$ cat src/rtl/packet_queue_pkg.sv
// Shared sizing defaults for the elastic packet queue between loader and executor.
// Optional combinational bypass is enabled by defining PACKET_QUEUE_BYPASS_EN.
package packet_queue_pkg;

  // Mirrors PACKET_WIDTH in include/param.vh: five 32-bit words plus a 15-bit tail.
  localparam int PQ_PACKET_WIDTH = 175;
  localparam int PQ_DEPTH_LOG2   = 3;

  function automatic int pq_depth(input int depth_log2);
    return 1 << depth_log2;
  endfunction

endpackage

$ cat src/rtl/packet_queue_mem.sv
// Packet storage: DEPTH x WIDTH register array, one synchronous write port,
// one asynchronous read port. Contents are deliberately not reset.
module packet_queue_mem
  import packet_queue_pkg::*;
#(
  parameter int WIDTH      = PQ_PACKET_WIDTH,
  parameter int DEPTH_LOG2 = PQ_DEPTH_LOG2
) (
  input  logic                  clk_i,
  input  logic                  we_i,
  input  logic [DEPTH_LOG2-1:0] waddr_i,
  input  logic [WIDTH-1:0]      wdata_i,
  input  logic [DEPTH_LOG2-1:0] raddr_i,
  output logic [WIDTH-1:0]      rdata_o
);

  localparam int DEPTH = pq_depth(DEPTH_LOG2);

  logic [WIDTH-1:0] mem_q [DEPTH];

  always_ff @(posedge clk_i) begin
    if (we_i) mem_q[waddr_i] <= wdata_i;
  end

  assign rdata_o = mem_q[raddr_i];

endmodule

$ cat src/rtl/packet_queue.sv
// Elastic in-order packet buffer between the packet loader and the executor.
// Define PACKET_QUEUE_BYPASS_EN for a zero-latency pass-through when empty.
module packet_queue
  import packet_queue_pkg::*;
#(
  parameter int PACKET_WIDTH = PQ_PACKET_WIDTH,
  parameter int DEPTH_LOG2   = PQ_DEPTH_LOG2
) (
  input  logic                    CLK,
  input  logic                    RST,
  input  logic                    RECEIVE_PC_VALID,
  input  logic [PACKET_WIDTH-1:0] RECEIVE_PC_DATA,
  output logic                    RECEIVE_PC_READY,
  output logic                    SEND_PC_VALID,
  output logic [PACKET_WIDTH-1:0] SEND_PC_DATA,
  input  logic                    SEND_PC_READY,
  output logic [DEPTH_LOG2:0]     COUNT
);

  localparam int PTR_W = DEPTH_LOG2;
  localparam int CNT_W = DEPTH_LOG2 + 1;
  localparam logic [CNT_W-1:0] FULL_CNT = CNT_W'(pq_depth(DEPTH_LOG2));

  logic [PTR_W-1:0]        wr_ptr_q, wr_ptr_d;
  logic [PTR_W-1:0]        rd_ptr_q, rd_ptr_d;
  logic [CNT_W-1:0]        count_q, count_d;
  logic                    full, empty, push, pop;
  logic [PACKET_WIDTH-1:0] head_data;

  assign full  = (count_q == FULL_CNT);
  assign empty = (count_q == '0);

  // Ready depends only on registered state, so a full queue refuses even when
  // the executor pops in the same cycle.
  assign RECEIVE_PC_READY = !full;
  assign pop              = !empty && SEND_PC_READY;

`ifdef PACKET_QUEUE_BYPASS_EN
  logic pass_through;
  assign pass_through  = empty && RECEIVE_PC_VALID && SEND_PC_READY;
  assign push          = RECEIVE_PC_VALID && !full && !pass_through;
  assign SEND_PC_VALID = !empty || RECEIVE_PC_VALID;
  assign SEND_PC_DATA  = empty ? RECEIVE_PC_DATA : head_data;
`else
  assign push          = RECEIVE_PC_VALID && !full;
  assign SEND_PC_VALID = !empty;
  assign SEND_PC_DATA  = head_data;
`endif

  always_comb begin
    wr_ptr_d = wr_ptr_q;
    rd_ptr_d = rd_ptr_q;
    count_d  = count_q;
    if (push) wr_ptr_d = wr_ptr_q + PTR_W'(1);
    if (pop)  rd_ptr_d = rd_ptr_q + PTR_W'(1);
    case ({push, pop})
      2'b10:   count_d = count_q + CNT_W'(1);
      2'b01:   count_d = count_q - CNT_W'(1);
      default: count_d = count_q;
    endcase
  end

  always_ff @(posedge CLK or negedge RST) begin
    if (!RST) begin
      wr_ptr_q <= '0;
      rd_ptr_q <= '0;
      count_q  <= '0;
    end else begin
      wr_ptr_q <= wr_ptr_d;
      rd_ptr_q <= rd_ptr_d;
      count_q  <= count_d;
    end
  end

  assign COUNT = count_q;

  packet_queue_mem #(
    .WIDTH      (PACKET_WIDTH),
    .DEPTH_LOG2 (DEPTH_LOG2)
  ) u_mem (
    .clk_i   (CLK),
    .we_i    (push),
    .waddr_i (wr_ptr_q),
    .wdata_i (RECEIVE_PC_DATA),
    .raddr_i (rd_ptr_q),
    .rdata_o (head_data)
  );

endmodule

$ cat config.mk
export PLATFORM = sky130hd
export DESIGN_NAME = packet_queue
export DESIGN_NICKNAME = d
export VERILOG_FILES = /design/src/rtl/packet_queue_pkg.sv /design/src/rtl/packet_queue_mem.sv /design/src/rtl/packet_queue.sv
export SDC_FILE = /design/constraint.sdc
export NUM_CORES = 1
export LEC_CHECK = 0
export BUFFER_PORTS_ARGS = -buffer_cell sky130_fd_sc_hd__buf_2
export CORE_MARGIN = 2
export CORE_UTILIZATION = 40
export CTS_CLUSTER_DIAMETER = 120
export CTS_CLUSTER_SIZE = 8
export DETAILED_ROUTE_END_ITERATION = 7
export SETUP_SLACK_MARGIN = 0.2
export SLEW_MARGIN = 20
export SYNTH_ARGS = -nofsm -noshare
export SYNTH_HDL_FRONTEND = slang
export SYNTH_SLANG_ARGS = --single-unit
export TNS_END_PERCENT = 1
$ cat constraint.sdc
create_clock -name CLK -period 12.7 [get_ports CLK]
set_clock_uncertainty 0.1 [all_clocks]
set_input_delay 0.635 -clock CLK [delete_from_list [all_inputs] [get_ports CLK]]
set_output_delay 0.635 -clock CLK [all_outputs]
set_load 0.01 [all_outputs]
==> impl_metrics.env, run 1 <==
export IMPL_post_route_util_pct=48.7
export IMPL_grt_max_degree=73
export IMPL_dr_total_vias=24100
export IMPL_numCtsBuffers=194
export IMPL_period_minus_slack_ps=6010
export IMPL_start_util_pct=40.4
export IMPL_drt_total_wl_um=113000
export IMPL_drive_above_1_share_pct=41.4
export IMPL_cts_setup_buffers=0
export IMPL_grt_pass1_wl_um=168000
export IMPL_endpoint_kind="primary output"
export IMPL_fillers=10500
export IMPL_ir_worst_vdd_uv=225
export IMPL_crit_fanout=71
export IMPL_cts_tree="done"
export IMPL_worstHoldPathType="in2async"
export IMPL_cts_sinks=1410
export IMPL_netlist_instances=2088
export IMPL_synth_warning_count=0
export IMPL_core_region_area_mm2=0.132
export IMPL_combPwrFrac_pct=28.8
export IMPL_antenna_left=0
export IMPL_drv_cap=0
export IMPL_slowest_delay_ps=950
export IMPL_r2r_setup_slack_ps=8590
export IMPL_max_slew_margin_pct=25.9
export IMPL_synth_area_mm2=0.0532
export IMPL_cp_arrival_ps=5270
export IMPL_cp_required_ps=11970
export IMPL_synthesis_nets=2273
export IMPL_start_kind="flip-flop"
export IMPL_p_leak_nw=20.9
export IMPL_syn2layout_area_growth_pct=20.5
export IMPL_holdWs_ps=106
export IMPL_ys_seq_area_share_pct=79.6
export IMPL_die_area_mm2=0.136
export IMPL_worstSkewPairLatency_ps=810
export IMPL_crit_type="reg2out"
export IMPL_layout_common_cells="edfxtp_1, buf_2, mux4_2, clkbuf_16, dlygate4sd3_1"
export IMPL_pwr_share_clk_pct=30.3
export IMPL_slew_violations=0
export IMPL_cts_root_buf="clkbuf_16"
export IMPL_seq_area_mm2=0.0423
export IMPL_grt_overflow=0
export IMPL_outcome="finished clean"
export IMPL_dr_pass1_iters=7
export IMPL_hold_viol=0
export IMPL_critical_path_cell_chain="buf_4 -> buf_4 -> buf_4 -> mux4_2 -> mux2_2 -> buf_2"
export IMPL_fp_dieW_um=369
export IMPL_drt_iter0_drc=1547
export IMPL_cellPowerDensity_mw_per_mm2=233
export IMPL_p_int_mw=10.6
export IMPL_power_switching_mw=4.31
export IMPL_io_buffer_count=359
export IMPL_cp_slowest_cell="dfrtp_4"
export IMPL_place_gp_congestion=0.709
export IMPL_ctsHtreeMaxLevel=4
export IMPL_nets=2955
export IMPL_avgSynthCellArea_um2=25.5
export IMPL_fmax_ghz=0.166
export IMPL_rows=133
export IMPL_finalSetupViolations=0
export IMPL_drc=0
export IMPL_groute_usage_overall_pct=16.7
export IMPL_clockBufferDepth=3
export IMPL_tns_ps=0
export IMPL_clk_pin_slew_worst_paths_ps=50
export IMPL_multiInputGateArea_mm2=0.0103
export IMPL_ys_ff_latch=1410
export IMPL_antenna_found_initial=12
export IMPL_seqPwrFrac_pct=40.9
export IMPL_reg2regPathDepth=6
export IMPL_finalCritPeriodShare_pct=47.3
export IMPL_hpwl_um=60300
export IMPL_sw_frac_of_total_pct=28.9
export IMPL_grt_pass1_vias=26400
export IMPL_rsz0062_at_grt="no"
export IMPL_synth_cell_types=30
export IMPL_io_pin_count=360
export IMPL_wl_per_cell_um=24.8
export IMPL_tightestPinTransition_ps=1110
export IMPL_crit_top_cell="buf_4"
export IMPL_die_h_um=369
export IMPL_final_common_cell="edfxtp_1"
export IMPL_vias_per_cell=5.30
registers in the layout, indices dropped and copies added, names as in the netlist:
register / flops
COUNT: 4
rd_ptr_q: 3
u_mem.mem_q: 1400
wr_ptr_q: 3
synthesized netlist by cell type (all sizes together):
master,number,area [µm²]
edfxtp,1400,42000
mux4,350,7880
mux2,178,2000
buf,69,517
clkbuf,31,116
dfrtp,10,250
nor2,6,22.5
ha,5,62.6
inv,5,18.8
nand3,5,25.0
xnor2,5,43.8
nand2,4,15.0
nor3b,3,22.5
a21oi,2,10.0
nand2b,2,12.5
nor3,2,10.0
or4b,2,20.0
a2111o,1,11.3
fa,1,20.0
mux2i,1,10.0
nand3b,1,7.51
o211ai,1,7.51
o21ai,1,5.00
o311ai,1,8.76
or4,1,7.51
xor2,1,8.76
critical path, delay by kind of cell (launching register included):
kind	cells	cell delay [ps]
multiplexers	2	700
buffers and inverters	4	2560
flip-flops	1	950
area by class of cell:
cell class | instances | area share, %
sequential | 1410 | 66.0
clock buffer | 207 | 7.69
multi-input combinational | 573 | 16.0
clock inverter | 15 | 0.545
inverter | 5 | 0.0293
tap | 1755 | 3.43
timing repair buffer | 586 | 6.23
antenna | 5 | 0.0195
cells by family (layout without fill, tap and decap cells):
| kind of cell | Yosys count | after routing | share of synthesized area (%) |
|---|---|---|---|
| DFF | 1410 | 1410 | 79.6 |
| muxes | 529 | 529 | 18.6 |
| buffers and inverters | 105 | 813 | 1.23 |
| and+or+nand+nor | 26 | 26 | 0.268 |
| adders and majority gates | 6 | 6 | 0.155 |
| AOI/OAI and AO/OA | 6 | 6 | 0.0800 |
| xor gates and xnor gates | 6 | 6 | 0.0989 |
| other | 0 | 5 | 0 |
routing by layer:
| layer | routed length [µm] | up-vias | share of wire (%) | track usage [%] |
|---|---|---|---|---|
| met5 | 77 | - | 0.068 | 0 |
| met4 | 2290 | 14 | 2.0 | 5.16 |
| met3 | 7140 | 174 | 6.3 | 4.20 |
| met2 | 55500 | 702 | 49 | 27.2 |
| met1 | 48200 | 12900 | 43 | 22.3 |
| li1 | - | 10300 | - | - |
metrics by stage:
| step | instance area (µm²) | power, mW | setup slack [ps] | cells |
|---|---|---|---|---|
| 2_1_floorplan | 53200 | 9.22 | -1120 | 2088 |
| 3_3_place_gp | 56900 | 10.5 | 7550 | 4149 |
| 3_5_place_dp | 56900 | 10.5 | 7470 | 4149 |
| 4_1_cts | 64000 | 15.2 | 6550 | 4549 |
| 5_1_grt | 64100 | 15.6 | 6420 | 4554 |
| 6_report | 64100 | 14.9 | 6690 | 4556 |
what timing repair did:
item,4_1_cts,5_1_grt
endpoints found under the hold margin,1413,0
gates resized for setup,0,0
hold buffers,178,0
power groups by stage:
stage	clock network (mW)	registers [mW]	logic, mW
2_1_floorplan	0	6.24	2.98
3_3_place_gp	0	6.18	4.27
3_5_place_dp	0	6.23	4.30
4_1_cts	4.65	6.14	4.37
5_1_grt	4.84	6.15	4.62
6_report	4.53	6.10	4.30
worst paths after layout:
| path | startpoint | endpoint |
|---|---|---|
| min in group CLK | wr_ptr_q[0] | wr_ptr_q[0] |
| worst min-delay path | RST | COUNT[1] |
| worst max register to register | COUNT[0] | u_mem.mem_q[0][103] |
| max in group asynchronous | RST | rd_ptr_q[0] |
| worst min register to register | wr_ptr_q[0] | wr_ptr_q[0] |
| worst max-delay path | rd_ptr_q[1] | SEND_PC_DATA[138] |
(Power assumes the default switching activity.)
==> run 2: changes to the inputs <==
==> constraint.sdc (replaced) <==
create_clock -name CLK -period 4.8 [get_ports CLK]
set_clock_uncertainty 0.1 [all_clocks]
set_input_delay 0.24 -clock CLK [delete_from_list [all_inputs] [get_ports CLK]]
set_output_delay 0.24 -clock CLK [all_outputs]
set_load 0.01 [all_outputs]
==> impl_metrics.env, run 2 (synthesis gave the netlist of run 1 again) <==
export IMPL_finalCritPeriodShare_pct=76.8
export IMPL_fmax_ghz=0.271
export IMPL_multiInputGateArea_mm2=0.0103
export IMPL_cts_tree="done"
export IMPL_grt_overflow=0
export IMPL_crit_fanout=53
export IMPL_fp_dieW_um=369
export IMPL_hpwl_um=62400
export IMPL_ctsHtreeMaxLevel=4
export IMPL_final_common_cell="edfxtp_1"
export IMPL_clockBufferDepth=3
export IMPL_period_minus_slack_ps=3690
export IMPL_antenna_found_initial=16
export IMPL_slowest_delay_ps=1130
export IMPL_drv_cap=0
export IMPL_cellPowerDensity_mw_per_mm2=616
export IMPL_critical_path_buf_inv_count=2
export IMPL_start_kind="flip-flop"
export IMPL_slew_violations=0
export IMPL_pre_cts_slack_ps=1690
export IMPL_drt_iter0_drc=1820
export IMPL_tightestPinTransition_ps=1130
export IMPL_fillers=10500
export IMPL_grt_pass1_vias=26700
export IMPL_largest_register_ffs=1400
export IMPL_outcome="finished clean"
export IMPL_groute_usage_overall_pct=17.1
export IMPL_io_buffer_count=359
export IMPL_fin_ws_ps=1110
export IMPL_nets=2975
export IMPL_drt_total_wl_um=116000
export IMPL_core_region_area_mm2=0.132
export IMPL_cp_arrival_ps=3350
export IMPL_top_register="u_mem.mem_q"
export IMPL_cts_setup_buffers=0
export IMPL_finalSetupViolations=0
export IMPL_post_cts_resized=0
export IMPL_die_h_um=369
export IMPL_vias_per_cell=5.30
export IMPL_layout_common_cells="edfxtp_1, buf_2, mux4_2, clkbuf_16, dlygate4sd3_1"
export IMPL_critical_path_cell_chain="buf_4 -> mux4_2 -> mux2_2 -> buf_2"
export IMPL_crit_type="reg2out"
export IMPL_ir_worst_vdd_uv=404
export IMPL_die_area_mm2=0.136
export IMPL_drive_above_1_share_pct=41.8
export IMPL_antenna_left=0
export IMPL_power_mw=39.7
export IMPL_worstHoldPathType="in2reg"
export IMPL_wl_per_cell_um=25.3
export IMPL_io_pin_count=360
export IMPL_place_gp_congestion=0.736
export IMPL_numCtsBuffers=194
export IMPL_cts_sinks=1410
export IMPL_grt_pass1_wl_um=171000
export IMPL_max_slew_margin_pct=24.6
export IMPL_drc=0
export IMPL_start_util_pct=40.4
export IMPL_grt_max_degree=94
export IMPL_placed_cell_area_mm2=0.0574
export IMPL_cp_required_ps=4460
export IMPL_fin_area_mm2=0.0645
export IMPL_hold_viol=0
export IMPL_endpoint_kind="primary output"
export IMPL_dr_pass1_iters=5
export IMPL_seq_area_mm2=0.0423
export IMPL_syn2layout_area_growth_pct=21.3
export IMPL_crit_family="flip-flops"
export IMPL_cp_slowest_cell="dfrtp_4"
export IMPL_holdBufCountCts=179
export IMPL_clk_pin_slew_worst_paths_ps=50
export IMPL_rsz0062_at_grt="no"
export IMPL_rows=133
export IMPL_cts_root_buf="clkbuf_16"
export IMPL_p_leak_nw=21.0
export IMPL_holdWs_ps=137
export IMPL_dr_total_vias=24200
export IMPL_worstSkewPairLatency_ps=760
[run 2: changes by cell type in the layout (fill, tap and decap cells not counted), sizes merged]
cell and delta:
inv -1, diode +3, clkbuf -8, dlygate4sd3 +1, buf +19
[run 2: per-stage QoR]
step	setup TNS, ps	cells	utilization (%)
floorplan	-1711670	2088	-
global placement	0	4169	43.6
detailed placement	0	4170	43.6
CTS	0	4562	49.0
global route	0	4568	49.0
finish	0	4570	49.0
[run 2: layer usage]
layer	GRT usage [%]	routed length, µm
met5	0	93
met4	4.77	2030
met3	4.75	7860
met2	27.7	57000
met1	22.7	48500
[run 2: cell type report]
cell class / count / share of cell area, %
flip-flops and latches: 1410 / 65.6
multi-input cells: 573 / 15.9
clock buffers: 199 / 7.56
repair buffers: 606 / 6.86
well taps: 1755 / 3.41
clock inverters: 14 / 0.567
diodes: 8 / 0.0310
inverters: 5 / 0.0291
[run 2: where the power goes]
part	internal (mW)	switching [mW]	total (mW)
Combinational	5.54	6.07	11.6
Sequential	15.5	0.702	16.2
Clock	7.13	4.78	11.9
Total	28.2	11.6	39.7
[run 2: worst reg2reg max path, delay by kind of cell, from the launching register on]
kind | cells | cell delay, ps
adder cells (fa/ha/maj) | 2 | 670
flip-flops | 1 | 460
AO/OA/AOI/OAI | 2 | 260
buffers and inverters | 1 | 70
AND/OR/NAND/NOR | 3 | 1450
[run 2: final timing paths]
| kind | to | slack [ps] | from | cells past startpoint |
|---|---|---|---|---|
| max reg2reg | COUNT[3] | 1640 | COUNT[0] | 8 |
| min reg2reg | wr_ptr_q[0] | 420 | wr_ptr_q[0] | 1 |
| min in group asynchronous | COUNT[2] | 410 | RST | 3 |
| max | SEND_PC_DATA[55] | 1110 | rd_ptr_q[1] | 4 |
| min | u_mem.mem_q[6][48] | 140 | RECEIVE_PC_DATA[48] | 2 |
| max in group asynchronous | rd_ptr_q[0] | 3790 | RST | 3 |
==> run 3: changes to the inputs <==
--- a/config.mk
+++ b/config.mk
@@ -5,6 +5,7 @@
 export SDC_FILE = /design/constraint.sdc
 export NUM_CORES = 1
 export LEC_CHECK = 0
+export ABC_AREA = 1
 export BUFFER_PORTS_ARGS = -buffer_cell sky130_fd_sc_hd__buf_2
 export CORE_MARGIN = 2
 export CORE_UTILIZATION = 40
==> constraint.sdc (replaced) <==
create_clock -name CLK -period 3.3 [get_ports CLK]
set_clock_uncertainty 0.1 [all_clocks]
set_input_delay 0.165 -clock CLK [delete_from_list [all_inputs] [get_ports CLK]]
set_output_delay 0.165 -clock CLK [all_outputs]
set_load 0.01 [all_outputs]
==> impl_metrics.env, run 3 <==
export IMPL_start_kind="flip-flop"
export IMPL_cellPowerDensity_mw_per_mm2=885
export IMPL_io_buffer_count=359
export IMPL_drive_above_1_share_pct=10.5
export IMPL_dr_total_vias=40000
export IMPL_cts_tree="done"
export IMPL_grt_max_degree=184
export IMPL_synth_top_area_cell="edfxtp_1"
export IMPL_worstSkewPairLatency_ps=810
export IMPL_drt_total_wl_um=144000
export IMPL_slowest_delay_ps=740
export IMPL_fmax_ghz=0.330
export IMPL_core_region_area_mm2=0.150
export IMPL_power_mw=64.0
export IMPL_grt_overflow=0
export IMPL_async_flop_share_pct=0.709
export IMPL_die_h_um=393
export IMPL_hpwl_um=77800
export IMPL_crit_family="buffers and inverters"
export IMPL_synth_area_mm2=0.0604
export IMPL_cts_root_buf="clkbuf_16"
export IMPL_crit_top_cell="nand2_1"
export IMPL_clk_pin_slew_worst_paths_ps=50
export IMPL_critical_path_buf_inv_count=3
export IMPL_cp_slowest_cell="dfrtp_4"
export IMPL_layout_common_cells="nand2_1, nor2_1, edfxtp_1, inv_1, buf_2"
export IMPL_avgSynthCellArea_um2=9.86
export IMPL_synth_top_area_share_pct=69.6
export IMPL_worstHoldPathType="in2reg"
export IMPL_outcome="finished clean"
export IMPL_synth_ff_type="edfxtp_1"
export IMPL_final_common_cell="nand2_1"
export IMPL_largest_register_ffs=1400
export IMPL_cp_arrival_ps=2770
export IMPL_place_gp_congestion=0.759
export IMPL_synth_warning_count=0
export IMPL_syn2layout_area_growth_pct=19.7
export IMPL_numCtsBuffers=194
export IMPL_wl_per_cell_um=16.4
export IMPL_hold_viol=0
export IMPL_drc=0
export IMPL_fillers=13600
export IMPL_crit_type="reg2out"
export IMPL_post_route_util_pct=48.3
export IMPL_ys_seq_area_share_pct=70.0
export IMPL_ys_ff_latch=1410
export IMPL_dr_pass1_iters=5
export IMPL_antenna_found_initial=24
export IMPL_cp_required_ps=3030
export IMPL_top_register="u_mem.mem_q"
export IMPL_slew_violations=0
export IMPL_rows=142
export IMPL_critical_path_cell_chain="buf_12 -> buf_4 -> nand2_1 -> nand2_1 -> buf_2"
export IMPL_synth_common_cells="nand2_1, nor2_1, edfxtp_1, inv_1, buf_2"
export IMPL_rsz0062_at_grt="yes"
export IMPL_clockBufferDepth=3
export IMPL_synth_cell_types=19
export IMPL_finalSetupViolations=0
export IMPL_finalCritPeriodShare_pct=92.0
export IMPL_grt_pass1_wl_um=219000
export IMPL_synthesis_nets=6314
export IMPL_max_slew_margin_pct=48.4
export IMPL_endpoint_kind="primary output"
export IMPL_synth_edf_count=1400
export IMPL_yosysMostFrequentCell="nand2_1"
export IMPL_antenna_left=0
export IMPL_vias_per_cell=4.55
export IMPL_cts_sinks=1410
export IMPL_nets=6911
export IMPL_period_minus_slack_ps=3030
export IMPL_fp_dieW_um=393
export IMPL_grt_pass1_vias=37800
export IMPL_p_leak_nw=31.2
export IMPL_io_pin_count=360
export IMPL_tightestPinTransition_ps=773
export IMPL_synth_area_leaders="edfxtp_1, nand2_1, nor2_1"
export IMPL_die_area_mm2=0.154
export IMPL_groute_usage_overall_pct=18.6
export IMPL_crit_fanout=64
export IMPL_start_util_pct=40.3
export IMPL_ir_worst_vdd_uv=617
export IMPL_ctsHtreeMaxLevel=4
export IMPL_drv_cap=0
export IMPL_drt_iter0_drc=2625
export IMPL_netlist_instances=6129
-- run 3: cell count changes in the layout (fill, tap and decap cells not counted), moves of 7 or more --
cell,delta
dlygate4sd3_1,+11
nor2_1,+1401
inv_1,+707
mux2_2,-177
buf_4,+27
mux4_2,-350
buf_12,+24
nand2_1,+2298
diode_2,+7
-- run 3: worst reg2reg max path, cell delays in order, from the launching register on --
cell and delay, ps:
dfrtp_1 430, nand3_2 130, nand2_4 130, inv_1 100, nand2_1 240, nor2_4 250
buf_12 320, buf_4 480
-- run 3: per-stage QoR --
stage	hold WS [ps]	TNS (ps)	setup WS, ps	cell area [µm²]	cells
final	52.8	0	265	72400	8781
after global routing	26.6	0	119	72400	8777
after CTS	0.705	0	196	72300	8763
after detailed placement	-53.6	0	760	65000	8347
after global placement	-62.7	0	822	65000	8347
after floorplan	-231	-2124630	-2170	60500	6129
-- run 3: repair_timing --
action / CTS / global route
buffers inserted: 6 / 3
hold buffers: 190 / 0
gates cloned: 0 / 0
pin swaps: 0 / 0
setup endpoints to repair: 159 / 42
hold endpoints to repair: 1437 / 0
gates resized for setup: 7 / 0
-- run 3: worst paths after layout --
kind | from | endpoint | slack [ps] | cells past startpoint
max | rd_ptr_q[2] | SEND_PC_DATA[144] | 270 | 5
min | RECEIVE_PC_DATA[53] | u_mem.mem_q[5][53] | 50 | 2
max reg2reg | COUNT[3] | u_mem.mem_q[6][156] | 760 | 7
min reg2reg | wr_ptr_q[0] | wr_ptr_q[0] | 410 | 2
max in group asynchronous | RST | rd_ptr_q[1] | 2390 | 3
min in group asynchronous | RST | wr_ptr_q[2] | 320 | 3
-- run 3: routing by layer --
layer	track usage, %	routed length [µm]	up-vias	part of all wire, %
li1	-	-	20200	-
met1	24.9	65400	18700	45
met2	30.0	67300	861	47
met3	3.97	8030	239	5.6
met4	6.09	3610	16	2.5
met5	0	101	-	0.070
-- run 3: kinds of logic (layout without fill, tap and decap cells) --
family / Yosys count / count (layout) / synth area share [%]
compound gates: 4 / 4 / 0.0331
simple gates: 3718 / 3718 / 23.1
other cells: 0 / 15 / 0
fa+ha+maj: 6 / 6 / 0.137
buf+inv: 986 / 1607 / 6.68
xor+xnor: 5 / 5 / 0.0724
flops: 1410 / 1410 / 70.0
-- run 3: layout make-up --
| cell class | instances | area (µm²) | share of cell area [%] |
|---|---|---|---|
| Timing Repair Buffer | 673 | 5330 | 7.36 |
| Clock inverter | 16 | 345 | 0.477 |
| Sequential cell | 1410 | 42300 | 58.5 |
| Antenna cell | 15 | 37.5 | 0.0519 |
| Tap cell | 2016 | 2520 | 3.49 |
| Multi-Input combinational cell | 3733 | 14200 | 19.6 |
| Clock buffer | 204 | 4910 | 6.79 |
| Inverter | 714 | 2710 | 3.74 |
-- run 3: where the power goes --
part / internal (mW) / total, mW / switching [mW]
Combinational: 7.38 / 23.3 / 16.0
Clock: 10.5 / 17.7 / 7.21
Sequential: 22.4 / 23.0 / 0.594
Total: 40.3 / 64.0 / 23.8
